File: config.mk
export PLATFORM = sky130hd
export DESIGN_NAME = conv_pixel_scheduler
export DESIGN_NICKNAME = d
export VERILOG_FILES = /design/src/rtl/conv_sched_pkg.sv /design/src/rtl/sync_fifo.sv /design/src/rtl/conv_pixel_scheduler.sv
export SDC_FILE = /design/constraint.sdc
export NUM_CORES = 1
export LEC_CHECK = 0
export CORE_MARGIN = 2
export CORE_UTILIZATION = 58
export DETAILED_ROUTE_END_ITERATION = 12
export PLACE_DENSITY = 0.75
export SYNTH_ARGS = -nofsm -noshare
export SYNTH_HDL_FRONTEND = slang
export SYNTH_SLANG_ARGS = --single-unit
File: constraint.sdc
create_clock -name clk -period 4.5 [get_ports clk]
set_clock_uncertainty 0.1 [all_clocks]
set_input_delay 0.45 -clock clk [delete_from_list [all_inputs] [get_ports clk]]
set_output_delay 0.45 -clock clk [all_outputs]
set_load 0.1 [all_outputs]
File: src/rtl/conv_sched_pkg.sv
// Shared types for the conv pixel scheduler: FSM states and the pixel coordinate tag.
// Tag fields are sized for the largest supported layer (32 filters, 14x14 map).
package conv_sched_pkg;

    localparam int unsigned MAX_FILTERS = 32;
    localparam int unsigned MAX_MAP_H   = 14;
    localparam int unsigned MAX_MAP_W   = 14;

    localparam int unsigned TAG_F_W   = $clog2(MAX_FILTERS);
    localparam int unsigned TAG_ROW_W = $clog2(MAX_MAP_H);
    localparam int unsigned TAG_COL_W = $clog2(MAX_MAP_W);

    typedef enum logic [1:0] {
        IDLE,
        ISSUE,
        DRAIN,
        HOLD
    } state_t;

    typedef struct packed {
        logic [TAG_F_W-1:0]   f;
        logic [TAG_ROW_W-1:0] row;
        logic [TAG_COL_W-1:0] col;
    } pix_tag_t;

endpackage

File: src/rtl/sync_fifo.sv
// Single-clock FIFO with occupancy count; push and pop on the same cycle while empty
// is not supported and must be prevented by the caller.
module sync_fifo #(
    parameter int unsigned WIDTH = 8,
    parameter int unsigned DEPTH = 4
) (
    input  logic                       clk_i,
    input  logic                       reset_i,
    input  logic                       push_i,
    input  logic                       pop_i,
    input  logic [WIDTH-1:0]           din_i,
    output logic [WIDTH-1:0]           dout_o,
    output logic                       empty_o,
    output logic                       full_o,
    output logic [$clog2(DEPTH+1)-1:0] count_o
);

    localparam int unsigned AW = (DEPTH > 1) ? $clog2(DEPTH) : 1;
    localparam int unsigned CW = $clog2(DEPTH + 1);

    logic [WIDTH-1:0] mem_q [DEPTH];
    logic [AW-1:0]    wr_ptr_q;
    logic [AW-1:0]    rd_ptr_q;
    logic [CW-1:0]    count_q;

    function automatic logic [AW-1:0] next_ptr(input logic [AW-1:0] p);
        return (p == AW'(DEPTH - 1)) ? '0 : p + AW'(1);
    endfunction

    always_ff @(posedge clk_i) begin
        if (push_i) begin
            mem_q[wr_ptr_q] <= din_i;
        end
    end

    always_ff @(posedge clk_i) begin
        if (reset_i) begin
            wr_ptr_q <= '0;
            rd_ptr_q <= '0;
            count_q  <= '0;
        end else begin
            if (push_i) begin
                wr_ptr_q <= next_ptr(wr_ptr_q);
            end
            if (pop_i) begin
                rd_ptr_q <= next_ptr(rd_ptr_q);
            end
            count_q <= count_q + CW'(push_i) - CW'(pop_i);
        end
    end

    assign dout_o  = mem_q[rd_ptr_q];
    assign empty_o = (count_q == '0);
    assign full_o  = (count_q == CW'(DEPTH));
    assign count_o = count_q;

endmodule

File: src/rtl/conv_pixel_scheduler.sv
// Issues one conv pixel job per cycle under credit control and re-tags in-order results.
// Optional watchdog (CONV_SCHED_WATCHDOG_EN) flushes stuck jobs with zero results.
module conv_pixel_scheduler
    import conv_sched_pkg::*;
#(
    parameter int unsigned NUM_FILTERS = 32,
    parameter int unsigned MAP_H       = 14,
    parameter int unsigned MAP_W       = 14,
    parameter int unsigned PIPE_LAT    = 18,
    parameter int unsigned FIFO_DEPTH  = 32,
    parameter int unsigned DATA_W      = 32,
    parameter int unsigned WD_CYCLES   = 64
) (
    input  logic                           clk,
    input  logic                           reset,
    input  logic                           start,
    output logic                           done,
    output logic                           busy,
    output logic                           issue_valid,
    output logic [$clog2(NUM_FILTERS)-1:0] f_idx,
    output logic [$clog2(MAP_H)-1:0]       row,
    output logic [$clog2(MAP_W)-1:0]       col,
    input  logic                           pipe_valid_out,
    input  logic [DATA_W-1:0]              pipe_result,
    output logic                           wr_valid,
    input  logic                           wr_ready,
    output logic [$clog2(NUM_FILTERS)-1:0] wr_f,
    output logic [$clog2(MAP_H)-1:0]       wr_row,
    output logic [$clog2(MAP_W)-1:0]       wr_col,
    output logic [DATA_W-1:0]              wr_data,
    output logic                           err_orphan,
    output logic                           timeout
);

    localparam int unsigned F_W   = $clog2(NUM_FILTERS);
    localparam int unsigned ROW_W = $clog2(MAP_H);
    localparam int unsigned COL_W = $clog2(MAP_W);
    localparam int unsigned TOTAL = NUM_FILTERS * MAP_H * MAP_W;
    localparam int unsigned CNT_W = $clog2(TOTAL + 1);
    localparam int unsigned FC_W  = $clog2(FIFO_DEPTH + 1);

    state_t             state_q, state_d;
    logic [F_W-1:0]     f_q, f_d;
    logic [ROW_W-1:0]   row_q, row_d;
    logic [COL_W-1:0]   col_q, col_d;
    logic [CNT_W-1:0]   issued_q, issued_d;
    logic [CNT_W-1:0]   written_q, written_d;
    logic               err_q;

    logic               issue_c, wr_fire_c, last_pix_c, pending_c, synth_c;
    logic               res_push_c, orphan_c;
    logic [DATA_W-1:0]  res_din_c;
    pix_tag_t           tag_in, tag_head;
    logic [FC_W-1:0]    tag_cnt, res_cnt;
    logic               res_empty;
    logic               tag_empty_unused, tag_full_unused, res_full_unused;
    logic               unused_cfg;
    logic               unused_tag_bits;

    // Outstanding = issued - written must stay below FIFO_DEPTH to grant a credit.
    assign issue_c    = (state_q == ISSUE) && (32'(issued_q - written_q) < FIFO_DEPTH);
    assign wr_fire_c  = !res_empty && wr_ready;
    assign last_pix_c = (f_q == F_W'(NUM_FILTERS - 1)) && (row_q == ROW_W'(MAP_H - 1))
                     && (col_q == COL_W'(MAP_W - 1));
    assign pending_c  = (tag_cnt > res_cnt);

    always_comb begin : fsm_next
        state_d   = state_q;
        f_d       = f_q;
        row_d     = row_q;
        col_d     = col_q;
        issued_d  = issued_q + CNT_W'(issue_c);
        written_d = written_q + CNT_W'(wr_fire_c);
        case (state_q)
            IDLE: begin
                f_d       = '0;
                row_d     = '0;
                col_d     = '0;
                issued_d  = '0;
                written_d = '0;
                if (start) begin
                    state_d = ISSUE;
                end
            end
            ISSUE: begin
                if (issue_c) begin
                    if (last_pix_c) begin
                        state_d = DRAIN;
                    end else if (col_q == COL_W'(MAP_W - 1)) begin
                        col_d = '0;
                        if (row_q == ROW_W'(MAP_H - 1)) begin
                            row_d = '0;
                            f_d   = f_q + F_W'(1);
                        end else begin
                            row_d = row_q + ROW_W'(1);
                        end
                    end else begin
                        col_d = col_q + COL_W'(1);
                    end
                end
            end
            DRAIN: begin
                if (written_d == CNT_W'(TOTAL)) begin
                    state_d = HOLD;
                end
            end
            HOLD: begin
                if (!start) begin
                    state_d = IDLE;
                end
            end
            default: state_d = IDLE;
        endcase
    end

    // A result with no tag awaiting it (or colliding with a flush slot) is dropped.
    assign res_push_c = synth_c || (pipe_valid_out && pending_c);
    assign orphan_c   = pipe_valid_out && (!pending_c || synth_c);
    assign res_din_c  = synth_c ? '0 : pipe_result;

    always_ff @(posedge clk) begin
        if (reset) begin
            state_q   <= IDLE;
            f_q       <= '0;
            row_q     <= '0;
            col_q     <= '0;
            issued_q  <= '0;
            written_q <= '0;
            err_q     <= 1'b0;
        end else begin
            state_q   <= state_d;
            f_q       <= f_d;
            row_q     <= row_d;
            col_q     <= col_d;
            issued_q  <= issued_d;
            written_q <= written_d;
            err_q     <= err_q | orphan_c;
        end
    end

`ifdef CONV_SCHED_WATCHDOG_EN
    localparam int unsigned WD_W = $clog2(WD_CYCLES + 1);

    logic [WD_W-1:0] wd_cnt_q, wd_cnt_d;
    logic            timeout_q, timeout_d;

    // Once tripped, every tag still awaiting a result is answered with zero.
    assign synth_c = timeout_q && pending_c;

    always_comb begin : wd_next
        wd_cnt_d  = wd_cnt_q;
        timeout_d = timeout_q;
        if (pipe_valid_out) begin
            wd_cnt_d = '0;
        end else if (pending_c && !timeout_q) begin
            wd_cnt_d = wd_cnt_q + WD_W'(1);
            if (wd_cnt_d == WD_W'(WD_CYCLES)) begin
                timeout_d = 1'b1;
            end
        end
    end

    always_ff @(posedge clk) begin
        if (reset) begin
            wd_cnt_q  <= '0;
            timeout_q <= 1'b0;
        end else begin
            wd_cnt_q  <= wd_cnt_d;
            timeout_q <= timeout_d;
        end
    end

    assign timeout = timeout_q;
`else
    assign synth_c = 1'b0;
    assign timeout = 1'b0;
`endif

    assign tag_in = '{f: TAG_F_W'(f_q), row: TAG_ROW_W'(row_q), col: TAG_COL_W'(col_q)};

    sync_fifo #(.WIDTH($bits(pix_tag_t)), .DEPTH(FIFO_DEPTH)) u_tag_fifo (
        .clk_i   (clk),
        .reset_i (reset),
        .push_i  (issue_c),
        .pop_i   (wr_fire_c),
        .din_i   (tag_in),
        .dout_o  (tag_head),
        .empty_o (tag_empty_unused),
        .full_o  (tag_full_unused),
        .count_o (tag_cnt)
    );

    sync_fifo #(.WIDTH(DATA_W), .DEPTH(FIFO_DEPTH)) u_res_fifo (
        .clk_i   (clk),
        .reset_i (reset),
        .push_i  (res_push_c),
        .pop_i   (wr_fire_c),
        .din_i   (res_din_c),
        .dout_o  (wr_data),
        .empty_o (res_empty),
        .full_o  (res_full_unused),
        .count_o (res_cnt)
    );

    assign unused_cfg      = (PIPE_LAT == 0) ^ (WD_CYCLES == 0);
    assign unused_tag_bits = ^tag_head;

    assign done        = (state_q == HOLD);
    assign busy        = (state_q == ISSUE) || (state_q == DRAIN);
    assign issue_valid = issue_c;
    assign f_idx       = f_q;
    assign row         = row_q;
    assign col         = col_q;
    assign wr_valid    = !res_empty;
    assign wr_f        = F_W'(tag_head.f);
    assign wr_row      = ROW_W'(tag_head.row);
    assign wr_col      = COL_W'(tag_head.col);
    assign err_orphan  = err_q;

endmodule

==> summary.txt <==
Timing
  • Min Tclk post-route: 4.32 ns
  • Fmax: 231 MHz
  • Total of endpoints with negative setup slack in the final report: 0
  • Max-slew violation total from the final report: 0
  • Headroom to the max-slew limit: 0.100
  • Setup TNS: 0 ns
  • RSZ-0062 raised after global routing: false
  • Final worst path period share: 0.960
  • Hold Fails Final Rpt: 0
  • Worst Tran Pin Value: ~1.3 ns

Die
  • Initial cell density of the core: 0.587
  • Die height: around 330 microns
  • Number of placement rows: 117
  • Total core area: 102000 sq um
  • Ports: 101
  • Die width: between 300 and 400 microns
  • Die ar.: 106000 sq um

Synth
  • Asr flop ratio synth: 0
  • Synthesized area per cell: between 20 and 25 sq um
  • Gate Count Post-Synth: 2741
  • Post-Synthesis Net Count: 2840
  • Number of warnings printed during yosys synthesis: 0
  • Number of enable flip-flop cells after synthesis: around 1.4k
  • Post-synth top flop: sky130_fd_sc_hd__edfxtp_1
  • Share of synthesized area occupied by flip-flops and latches: 0.749
  • Netlist area before placement: ~60000 sq um
  • Flops & latches, synth: between 1.5k and 2k
  • Number of different library cells in the post-synthesis netlist: 70

Cells and area
  • Total area of multi-input combinational cells: approximately 14000 sq um
  • Non-Filler Instances: ~4.5k
  • Count of fill cells added during filler insertion: 6235
  • Core utilization of the finished layout: 0.669
  • Total Nets Final: slightly above 3k
  • Fraction of final layout cells with drive strength greater than 1: 0.300
  • Layout Area Growth over Synthesis: 14.0%
  • Register cell area after layout: approximately 45000 sq um

Detailed routing
  • Remaining design rule violation count: 0
  • Final routed wire length divided by cell count: 31.8 microns
  • Routed vias: around 30k
  • Routed wire length: 142000 microns
  • Number of detailed-routing iterations run before antenna repair: 5
  • Number of routed nets with antenna violations: 0
  • Number of DRC violations after detailed-routing iteration 0: roughly 3.7k
  • Routed via count divided by cell count: approximately 6.7

Global route
  • First-pass GRT wire length: slightly above 200000 microns
  • Vias in the first global route: between 30k and 40k
  • Maximum number of pins on one net before global-route repair: 50
  • Grt total ovfl: 0
  • Initial antenna violation count: 6
  • Tot GR Track Use: 0.271

Pwr
  • Worst vdd ir: 624 uV
  • Cell leakage power: between 20 and 25 nW
  • Power density of the placed cells: about 520 nW/um^2

Clock tree
  • Cell at the root of the clock tree: sky130_fd_sc_hd__clkbuf_16
  • Number of buffers inserted during clock tree synthesis: 150
  • CTS Buffer Depth: 3
  • Skew-Pair Late Insertion Delay: around 0.76 ns
  • Buffers inserted by post-CTS timing repair: 0
  • H-Tree Level Count: 4
  • Clock sinks: between 1.5k and 2k
  • CTS tree: yes
  • CTS clock-pin slew for the worst setup and hold paths: approximately 0.060 ns

Run status
  • Status: finished, final reports clean

Flow run
  • Max-capacitance violation count: 0

Place
  • Number of buffers added on ports: 99
  • Total half-perimeter wirelength after legalization and detailed placement: 76400 microns
  • Total placed cells including tap cells: between 4k and 5k
  • Gp weighted congestion: 0.865

Worst setup path
  • Required time reported for the critical path endpoint: between 3 and 4 ns
  • Worst EP arrival: 3.77 ns
  • CP max FO: 8
  • CP Launch Point: written_q[4]
  • Largest incremental delay on the critical path: 0.49 ns
  • Type of element launching the critical path: register
  • Startpoint of the most critical register-to-register path: written_q[4]
  • Dominant delay contributor by cell family on the critical path: simple AND/OR/NAND/NOR gates
  • Start-to-end type of the worst setup path: register to output pin
  • Kind of capture point of the worst setup path: output pin
  • Critical Path Slowest Stage Cell: sky130_fd_sc_hd__o311a_2
  • CP Buf/Inv Count: 2
  • Crit path cell chain: inv_1 -> ha_1 -> nand4_1 -> o311a_2 -> xnor2_1 -> or3_1 -> nor4_4 -> and2_2 -> buf_12
  • Register-to-register setup slack: slightly above 0.3 ns

Min path
  • Startpoint of the tightest hold check path: reset
  • Worst hold-check path type: primary input to register
-- per-stage QoR --
stage               instance area (sq um)  power, mW  worst slack, ns  hold WS [ns]
CTS                                 68300       35.7          0.00931        0.0556
global placement                    63600       23.6            0.495         0.358
global route                        68300       36.7          0.00464        0.0831
detailed placement                  63600       23.7            0.294         0.372
floorplan                           60000       21.7           0.0141         0.355
finish                              68300       35.5            0.179        0.0879
-- worst paths after layout --
path / end / depth (start not counted)
setup / recovery: issue_valid / 9
hold / removal: u_tag_fifo.count_o[5] / 2
setup reg to reg: u_tag_fifo.count_o[4] / 15
hold reg to reg: err_orphan / 2
-- flip-flops by register name, indices dropped and copies added (netlist names), 6 cells and up, named ones only --
| register | cells |
|---|---|
| issued_q | 13 |
| u_res_fifo.count_o | 6 |
| u_res_fifo.mem_q | 1024 |
| u_tag_fifo.count_o | 6 |
| u_tag_fifo.mem_q | 416 |
| written_q | 13 |
-- cells in the final DEF (no fill, tap or decap), types with 10 or more instances in the layout --
| cell type | n |
|---|---|
| sky130_fd_sc_hd__edfxtp_1 | 1440 |
| sky130_fd_sc_hd__mux4_2 | 450 |
| sky130_fd_sc_hd__clkbuf_16 | 152 |
| sky130_fd_sc_hd__buf_4 | 117 |
| sky130_fd_sc_hd__nor2_1 | 98 |
| sky130_fd_sc_hd__dfxtp_1 | 76 |
| sky130_fd_sc_hd__ha_1 | 60 |
| sky130_fd_sc_hd__clkdlybuf4s50_1 | 52 |
| sky130_fd_sc_hd__inv_1 | 50 |
| sky130_fd_sc_hd__buf_12 | 49 |
| sky130_fd_sc_hd__mux2_2 | 47 |
| sky130_fd_sc_hd__nand3_1 | 39 |
| sky130_fd_sc_hd__a21oi_1 | 34 |
| sky130_fd_sc_hd__clkinv_1 | 34 |
| sky130_fd_sc_hd__clkbuf_1 | 33 |
| sky130_fd_sc_hd__and3_2 | 32 |
| sky130_fd_sc_hd__nand2_1 | 26 |
| sky130_fd_sc_hd__xnor2_1 | 24 |
| sky130_fd_sc_hd__clkinv_2 | 23 |
| sky130_fd_sc_hd__o21ai_0 | 18 |
| sky130_fd_sc_hd__nand4_1 | 15 |
| sky130_fd_sc_hd__nor3_1 | 15 |
| sky130_fd_sc_hd__or3_1 | 15 |
| sky130_fd_sc_hd__and3_1 | 11 |
| sky130_fd_sc_hd__mux2i_1 | 11 |
| sky130_fd_sc_hd__bufinv_16 | 10 |
-- synthesized netlist by cell type, types with 3 or more instances --
| cell type | number | area (sq um) |
|---|---|---|
| sky130_fd_sc_hd__nor4_1 | 3 | 18.8 |
| sky130_fd_sc_hd__mux2_2 | 47 | 529 |
| sky130_fd_sc_hd__buf_2 | 5 | 25.0 |
| sky130_fd_sc_hd__and2_1 | 7 | 43.8 |
| sky130_fd_sc_hd__clkbuf_1 | 91 | 342 |
| sky130_fd_sc_hd__a32o_1 | 3 | 30.0 |
| sky130_fd_sc_hd__and3_1 | 43 | 269 |
| sky130_fd_sc_hd__nor2b_1 | 7 | 43.8 |
| sky130_fd_sc_hd__o31ai_1 | 5 | 37.5 |
| sky130_fd_sc_hd__nor3b_1 | 5 | 37.5 |
| sky130_fd_sc_hd__ha_1 | 60 | 751 |
| sky130_fd_sc_hd__mux2i_1 | 11 | 110 |
| sky130_fd_sc_hd__dfxtp_1 | 84 | 1680 |
| sky130_fd_sc_hd__nand4_1 | 15 | 93.8 |
| sky130_fd_sc_hd__nor4b_4 | 3 | 71.3 |
| sky130_fd_sc_hd__nor4b_1 | 4 | 35.0 |
| sky130_fd_sc_hd__a31o_2 | 4 | 35.0 |
| sky130_fd_sc_hd__nand3_1 | 39 | 195 |
| sky130_fd_sc_hd__o21a_1 | 6 | 45.0 |
| sky130_fd_sc_hd__a31oi_1 | 5 | 31.3 |
| sky130_fd_sc_hd__mux4_2 | 450 | 10100 |
| sky130_fd_sc_hd__or3_1 | 15 | 93.8 |
| sky130_fd_sc_hd__xnor2_1 | 24 | 210 |
| sky130_fd_sc_hd__nor3_1 | 15 | 75.1 |
| sky130_fd_sc_hd__a21oi_1 | 34 | 170 |
| sky130_fd_sc_hd__a21o_1 | 9 | 67.6 |
| sky130_fd_sc_hd__edfxtp_1 | 1440 | 43200 |
| sky130_fd_sc_hd__inv_1 | 50 | 188 |
| sky130_fd_sc_hd__nand2_1 | 27 | 101 |
| sky130_fd_sc_hd__o2bb2ai_1 | 4 | 35.0 |
| sky130_fd_sc_hd__nand3b_1 | 5 | 37.5 |
| sky130_fd_sc_hd__buf_1 | 42 | 158 |
| sky130_fd_sc_hd__o21bai_1 | 3 | 22.5 |
| sky130_fd_sc_hd__nor2_1 | 98 | 368 |
| sky130_fd_sc_hd__a2bb2oi_1 | 3 | 26.3 |
| sky130_fd_sc_hd__xor2_1 | 9 | 78.8 |
| sky130_fd_sc_hd__o21ai_0 | 18 | 90.1 |
| sky130_fd_sc_hd__nand2b_1 | 4 | 25.0 |
-- worst register-to-register path, delay by kind of cell (launching register included) --
family                     cells  cell delay (ns)
buffers and inverters          1             0.13
xor gates and xnor gates       1             0.17
adders and majority gates      3             1.13
DFF                            1             0.45
AOI/OAI and AO/OA              2             0.68
and+or+nand+nor                8             1.41
-- layer usage --
layer / GRT usage / share of wire / vias up
li1: - / - / 12000
met1: 0.358 / 0.37 / 15800
met2: 0.456 / 0.51 / 1708
met3: 0.0533 / 0.082 / 314
met4: 0.0985 / 0.033 / 10
met5: 0 / 0.00046 / -
-- report_power, final --
group / switching, mW / leakage (nW) / internal (mW) / total, mW
Sequential: 0.259 / 13.7 / 15.9 / 16.1
Combinational: 4.45 / 5.38 / 2.87 / 7.32
Clock: 5.27 / 2.30 / 6.81 / 12.1
-- kinds of logic after synthesis --
logic type                 count (synthesis)  share of synthesized area
DFF                                     1524                      0.749
muxes                                    508                      0.180
and+or+nand+nor                          305                     0.0275
buffers and inverters                    189                     0.0120
AOI/OAI and AO/OA                        119                     0.0136
adders and majority gates                 62                     0.0132
xor gates and xnor gates                  33                    0.00482
other                                      1                  0.0000625
-- final cells by class --
| cell class | instances | share of cell area |
|---|---|---|
| clock inverter | 82 | 0.0116 |
| sequential | 1524 | 0.658 |
| antenna | 1 | 0.0000366 |
| multi-input combinational | 1028 | 0.210 |
| timing repair buffer | 219 | 0.0349 |
| clock buffer | 185 | 0.0575 |
| inverter | 50 | 0.00275 |
| tap | 1368 | 0.0250 |
-- repair_timing --
item,CTS,global route
resized for setup,0,2
hold buffers,0,0
setup endpoints to repair,0,8
Power figures use the tool's default switching activity.
